$ cat src/rtl/mips_mem_pkg.sv
// Shared constants for the mips data-side responder: MMIO register offsets,
// STATUS bit positions and the default MMIO window base.
package mips_mem_pkg;

   localparam logic [1:0] OFF_CYCLE  = 2'd0;
   localparam logic [1:0] OFF_STORE  = 2'd1;
   localparam logic [1:0] OFF_LED    = 2'd2;
   localparam logic [1:0] OFF_STATUS = 2'd3;

   localparam int ST_MISALIGN = 0;
   localparam int ST_UNMAPPED = 1;

   localparam logic [31:0] MMIO_BASE_DEFAULT = 32'hFFFF_FF00;

   typedef enum logic [1:0] {
      REGION_RAM,
      REGION_MMIO,
      REGION_NONE
   } region_e;

endpackage

$ cat src/rtl/mips_dmem_ram.sv
// Word RAM behind the data responder: asynchronous read, synchronous write.
// Contents are deliberately not reset so data survives a mid-run reset.
module mips_dmem_ram #(
   parameter int DEPTH = 64
) (
   input  logic                     clk,
   input  logic                     we,
   input  logic [$clog2(DEPTH)-1:0] waddr,
   input  logic [31:0]              wdata,
   input  logic [$clog2(DEPTH)-1:0] raddr,
   output logic [31:0]              rdata
);

   logic [31:0] mem [DEPTH];

   always_ff @(posedge clk) begin
      if (we) mem[waddr] <= wdata;
   end

   assign rdata = mem[raddr];

endmodule

$ cat src/rtl/mips_dmem_responder.sv
// Data-memory responder for the single-cycle mips core: address decode, word
// RAM, MMIO bank (cycle/store counters, LED register, sticky W1C status).
module mips_dmem_responder
   import mips_mem_pkg::*;
#(
   parameter int          DEPTH     = 64,
   parameter logic [31:0] MMIO_BASE = MMIO_BASE_DEFAULT,
   parameter int          LED_W     = 8
) (
   input  logic             clk,
   input  logic             reset,
   input  logic             memwrite,
   input  logic [31:0]      aluout,
   input  logic [31:0]      writedata,
   output logic [31:0]      readdata,
   output logic [LED_W-1:0] led,
   output logic             err
);

   localparam int          AW        = $clog2(DEPTH);
   localparam logic [31:0] RAM_BYTES = 32'(DEPTH * 4);

   region_e        region;
   logic           aligned;
   logic [1:0]     offset;
   logic [AW-1:0]  word_idx;
   logic           ram_we;
   logic [31:0]    ram_rdata;

   logic [31:0]    cycle_cnt;
   logic [31:0]    store_cnt;
   logic [31:0]    led_reg;
   logic [1:0]     status;

   always_comb begin
      region = REGION_NONE;
      if (aluout < RAM_BYTES)
         region = REGION_RAM;
      else if (aluout[31:4] == MMIO_BASE[31:4])
         region = REGION_MMIO;
   end

   assign aligned  = (aluout[1:0] == 2'b00);
   assign offset   = aluout[3:2];
   assign word_idx = aluout[AW+1:2];

   // reset gates the RAM port too: no store of any kind commits while held
   assign ram_we = memwrite && aligned && (region == REGION_RAM) && !reset;

   mips_dmem_ram #(.DEPTH(DEPTH)) u_ram (
      .clk   (clk),
      .we    (ram_we),
      .waddr (word_idx),
      .wdata (writedata),
      .raddr (word_idx),
      .rdata (ram_rdata)
   );

   always_ff @(posedge clk or posedge reset) begin
      if (reset) begin
         cycle_cnt <= '0;
         store_cnt <= '0;
         led_reg   <= '0;
         status    <= '0;
      end else begin
         cycle_cnt <= cycle_cnt + 32'd1;
         if (memwrite) begin
            if (!aligned) begin
               status[ST_MISALIGN] <= 1'b1;
            end else begin
               case (region)
                  REGION_RAM: begin
                     if (store_cnt != 32'hFFFF_FFFF) store_cnt <= store_cnt + 32'd1;
                  end
                  REGION_MMIO: begin
                     if (offset == OFF_LED)
                        led_reg <= writedata;
                     else if (offset == OFF_STATUS)
                        status <= status & ~writedata[1:0];
                  end
                  default: status[ST_UNMAPPED] <= 1'b1;
               endcase
            end
         end
      end
   end

   always_comb begin
      readdata = 32'h0;
      case (region)
         REGION_RAM: readdata = ram_rdata;
         REGION_MMIO: begin
            case (offset)
               OFF_CYCLE:  readdata = cycle_cnt;
               OFF_STORE:  readdata = store_cnt;
               OFF_LED:    readdata = led_reg;
               default:    readdata = {30'd0, status};
            endcase
         end
         default: readdata = 32'h0;
      endcase
   end

   assign led = led_reg[LED_W-1:0];
   assign err = |status;

endmodule

$ cat config.mk
export PLATFORM = sky130hd
export DESIGN_NAME = mips_dmem_responder
export DESIGN_NICKNAME = d
export VERILOG_FILES = /design/src/rtl/mips_mem_pkg.sv /design/src/rtl/mips_dmem_ram.sv /design/src/rtl/mips_dmem_responder.sv
export SDC_FILE = /design/constraint.sdc
export NUM_CORES = 2
export LEC_CHECK = 0
export CAP_MARGIN = 20
export CORE_ASPECT_RATIO = 2
export CORE_MARGIN = 8
export CORE_UTILIZATION = 51
export CTS_BUF_LIST = sky130_fd_sc_hd__clkbuf_8
export CTS_CLUSTER_DIAMETER = 120
export DETAILED_ROUTE_END_ITERATION = 6
export PLACE_DENSITY = 0.67
export REMOVE_ABC_BUFFERS = 1
export SYNTH_ARGS = -nofsm -noshare
export SYNTH_HDL_FRONTEND = slang
export SYNTH_SLANG_ARGS = --single-unit
$ cat constraint.sdc
create_clock -name clk -period 3.95 [get_ports clk]
set_input_delay 0.79 -clock clk [delete_from_list [all_inputs] [get_ports clk]]
set_output_delay 0.79 -clock clk [all_outputs]
set_load 0.03 [all_outputs]
==> results.py <==
metrics = {
    "timing": {
        "clock_skew_ps": 40.57,
        "min_period_ps": 4029,
        "fin_setup_tns_ps": -479.9,
        "worst_pin_slew_ps": 1159,
        "fmax_ghz": 0.2482,
        "drv_slew": 0,
        "layout_setup_ws_ps": -78.63,
        "finalHoldViolations": 0,
        "fin_crit_sh_pct": 102.0,
        "rsz0062_at_grt": "yes",
        "setup_viol": 13,
        "slew_headroom_pct": 22.76,
        "hold_slack_ps": 212.9,
    },
    "setup_path": {
        "r2r-end": "store_cnt[1]$_DFFE_PP0P_",
        "rrSetupSlack_ps": 1260,
        "crit_path_start_kind": "primary input",
        "crit_path_end_kind": "output pin",
        "worst-path-max-fanout": 8,
        "arrival_ps": 3240,
        "r2r_start": "store_cnt[9]$_DFFE_PP0P_",
        "reg2reg_depth": 5,
        "timing_worst_setup_path_type": "primary input to output pin",
        "critPathRequiredTime_ps": 3160,
    },
    "floorplan": {
        "std_cell_rows": 210,
        "initial_core_util_pct": 51.23,
        "io-pin-count": 108,
        "fp.dieH_um": 588.5,
        "die_w_um": 302.3,
        "coreArea_sq_um": 163200,
        "dieArea_sq_um": 177900,
    },
    "clock_network": {
        "cts_hold_buf": 0,
        "htreeDepth": 5,
        "clk-insertion-delay-late_ps": 930,
        "cts_tree": "built",
        "cts_buffer_depth": 4,
        "clk_pin_slew_worst_paths_ps": 70,
        "numCtsBuffers": 293,
        "cts_root_buf": "clkbuf_8",
        "cts.sinks": 2146,
    },
    "logic_synthesis": {
        "synth_edf_count": 2048,
        "synth_top_area_cell": "edfxtp_1",
        "synth_seq_cells": 2146,
        "netlist-cell-type-count": 76,
        "netlist.area_leader.share_pct": 73.57,
        "synthArstFlopShare_pct": 4.567,
        "synth_ff_type": "edfxtp_1",
        "ys_top_cells_by_area": "edfxtp_1 74%, mux4_2 14%, dfrtp_1 2.9%",
        "syn_inst": 3895,
        "ys_warn_count": 0,
        "netlist_area_sq_um": 83590,
        "synth-seq-area-share_pct": 76.51,
        "postSynthAreaPerCell_sq_um": 21.46,
    },
    "global_routing": {
        "grt_usage_pct": 30.90,
        "grt_start_max_net_pins": 66,
        "grt_overflow_total": 0,
        "antenna_found_initial": 13,
        "grt_pass1_wl_mm": 376.8,
        "grt_pass1_vias": 48105,
    },
    "outcome": {
        "status": "finished, violations left",
        "violations": "negative setup slack",
    },
    "run": {
        "maxCapViolCount": 0,
    },
    "finish": {
        "regMostFlops": "u_ram.mem",
        "stdcell_count": 7160,
        "nFillCells": 11020,
        "seq_area_sq_um": 63950,
        "syn2layout_area_growth_pct": 21.28,
        "multiInputGateArea_sq_um": 19560,
        "final_layout_size_suffix_gt1_share_pct": 37.76,
        "design_area_sq_um": 101400,
        "finalNetCount": 4885,
        "largest_reg_flops": 2048,
    },
    "drt": {
        "first_iter_violations": 6501,
        "viasPerCell": 6.650,
        "drt-total-wl_mm": 278.7,
        "wl_per_cell_um": 38.92,
        "ant_nets": 0,
        "routed-via-count": 47614,
        "drt_pass1_iterations": 6,
        "drc": 0,
    },
    "placement": {
        "dp.cells": 6557,
        "hpwl_mm": 187.9,
        "placed_cell_area_sq_um": 93760,
        "place_congestion": 0.9516,
        "portBuffers": 107,
    },
    "pwr": {
        "p_leak_nw": 33.81,
        "total_power_mw": 43.84,
        "ir_drop_v": 0.0002567,
        "power.density_nw_per_um2": 432.5,
    },
    "worst_hold_path": {
        "hold-path-endpoint": "u_ram.mem[26][7]$_DFFE_PP_",
        "holdPathStages": 1,
        "min_path_type": "primary input to flop",
        "worst_hold_startpoint": "writedata[7]",
    },
}
## through the flow
| stage | utilization, % | setup WS, ps |
|---|---|---|
| after detailed placement | 57.46 | -882.9 |
| after floorplan | - | -545.0 |
| final | 62.13 | -78.63 |
| after CTS | 61.32 | -102.0 |
| after global routing | 62.12 | -152.0 |
| after global placement | 57.44 | -1010 |
## repair_timing
action                                  in CTS  in global routing
resized for setup                          145                151
pin swaps                                   26                 50
setup buffers                               15                 54
endpoints found under the setup margin      32                 31
cloned                                       7                  4
## cells in the mapped netlist (all sizes together) (45+ instances only)
master	number
mux4	506
edfxtp	2048
nor2	146
o21ai	55
clkbuf	82
buf	141
nand3	45
mux2i	112
dfrtp	98
mux2	47
nand2	94
xnor2	46
o22ai	70
## critical path: stages
cell and delay, ps:
buf_16 170, buf_16 200, buf_16 160, mux4_2 520, mux4_2 480, or3_4 360
a32o_2 330, buf_6 150
## layout by cell type (no fill, tap or decap), types with 10 or more instances in the layout
master,instances
clkbuf_8,313
a22o_1,12
mux2_2,17
inv_1,78
nand3_1,41
a21oi_1,26
nor3_1,14
buf_2,33
mux2_1,30
clkdlybuf4s50_1,15
o22ai_1,61
clkinv_2,29
mux2i_1,108
buf_8,12
buf_4,486
a221oi_2,13
nor2_1,71
clkinv_1,76
mux4_2,506
buf_12,219
xnor2_1,46
nand2b_1,10
nand2_1,91
and2_1,11
dfrtp_1,98
nand4_1,32
and4_1,11
buf_16,18
a22oi_1,26
and3_1,22
xor2_1,15
edfxtp_1,2048
buf_6,40
nor2_4,67
o21ai_0,43
## metal layers
metal / share of wire, % / global-route usage, %
met5: 0.011 / 0
met4: 9.7 / 23.57
met3: 10 / 6.483
met2: 49 / 51.18
met1: 31 / 34.93
## layout make-up
class	count	area share (%)
diodes	8	0.01975
clock buffers	313	4.249
clock inverters	198	1.040
inverters	6	0.02715
multi-input cells	1520	19.30
flip-flops and latches	2146	63.08
well taps	2120	2.617
repair buffers	849	9.664
## worst max-delay path by stage
stage                     startpoint            to  slack [ps]  cells past startpoint
after floorplan            aluout[4]  readdata[18]        -550                      5
after global placement     aluout[9]  readdata[23]       -1010                     10
after detailed placement   aluout[9]  readdata[23]        -880                     10
after CTS                  aluout[2]   readdata[5]        -100                      8
after global routing      aluout[19]  readdata[23]        -150                      9
final                      aluout[2]  readdata[26]         -80                      8
## cells by family after synthesis
group / after synthesis / synth area share (%)
AOI/OAI and AO/OA: 320 / 2.691
xor gates and xnor gates: 61 / 0.6392
adders and majority gates: 2 / 0.02993
buffers and inverters: 229 / 1.657
DFF: 2146 / 76.51
muxes: 665 / 15.61
and+or+nand+nor: 472 / 2.869
## power breakdown
part	internal, mW	total [mW]	leakage (nW)	switching (mW)
Clock	7.90	16.2	3.01	8.28
Combinational	1.15	2.76	11.1	1.61
Sequential	24.9	24.9	19.7	0.000875
Total	33.9	43.8	33.8	9.90
No activity file was read; power rests on OpenSTA's default activity.
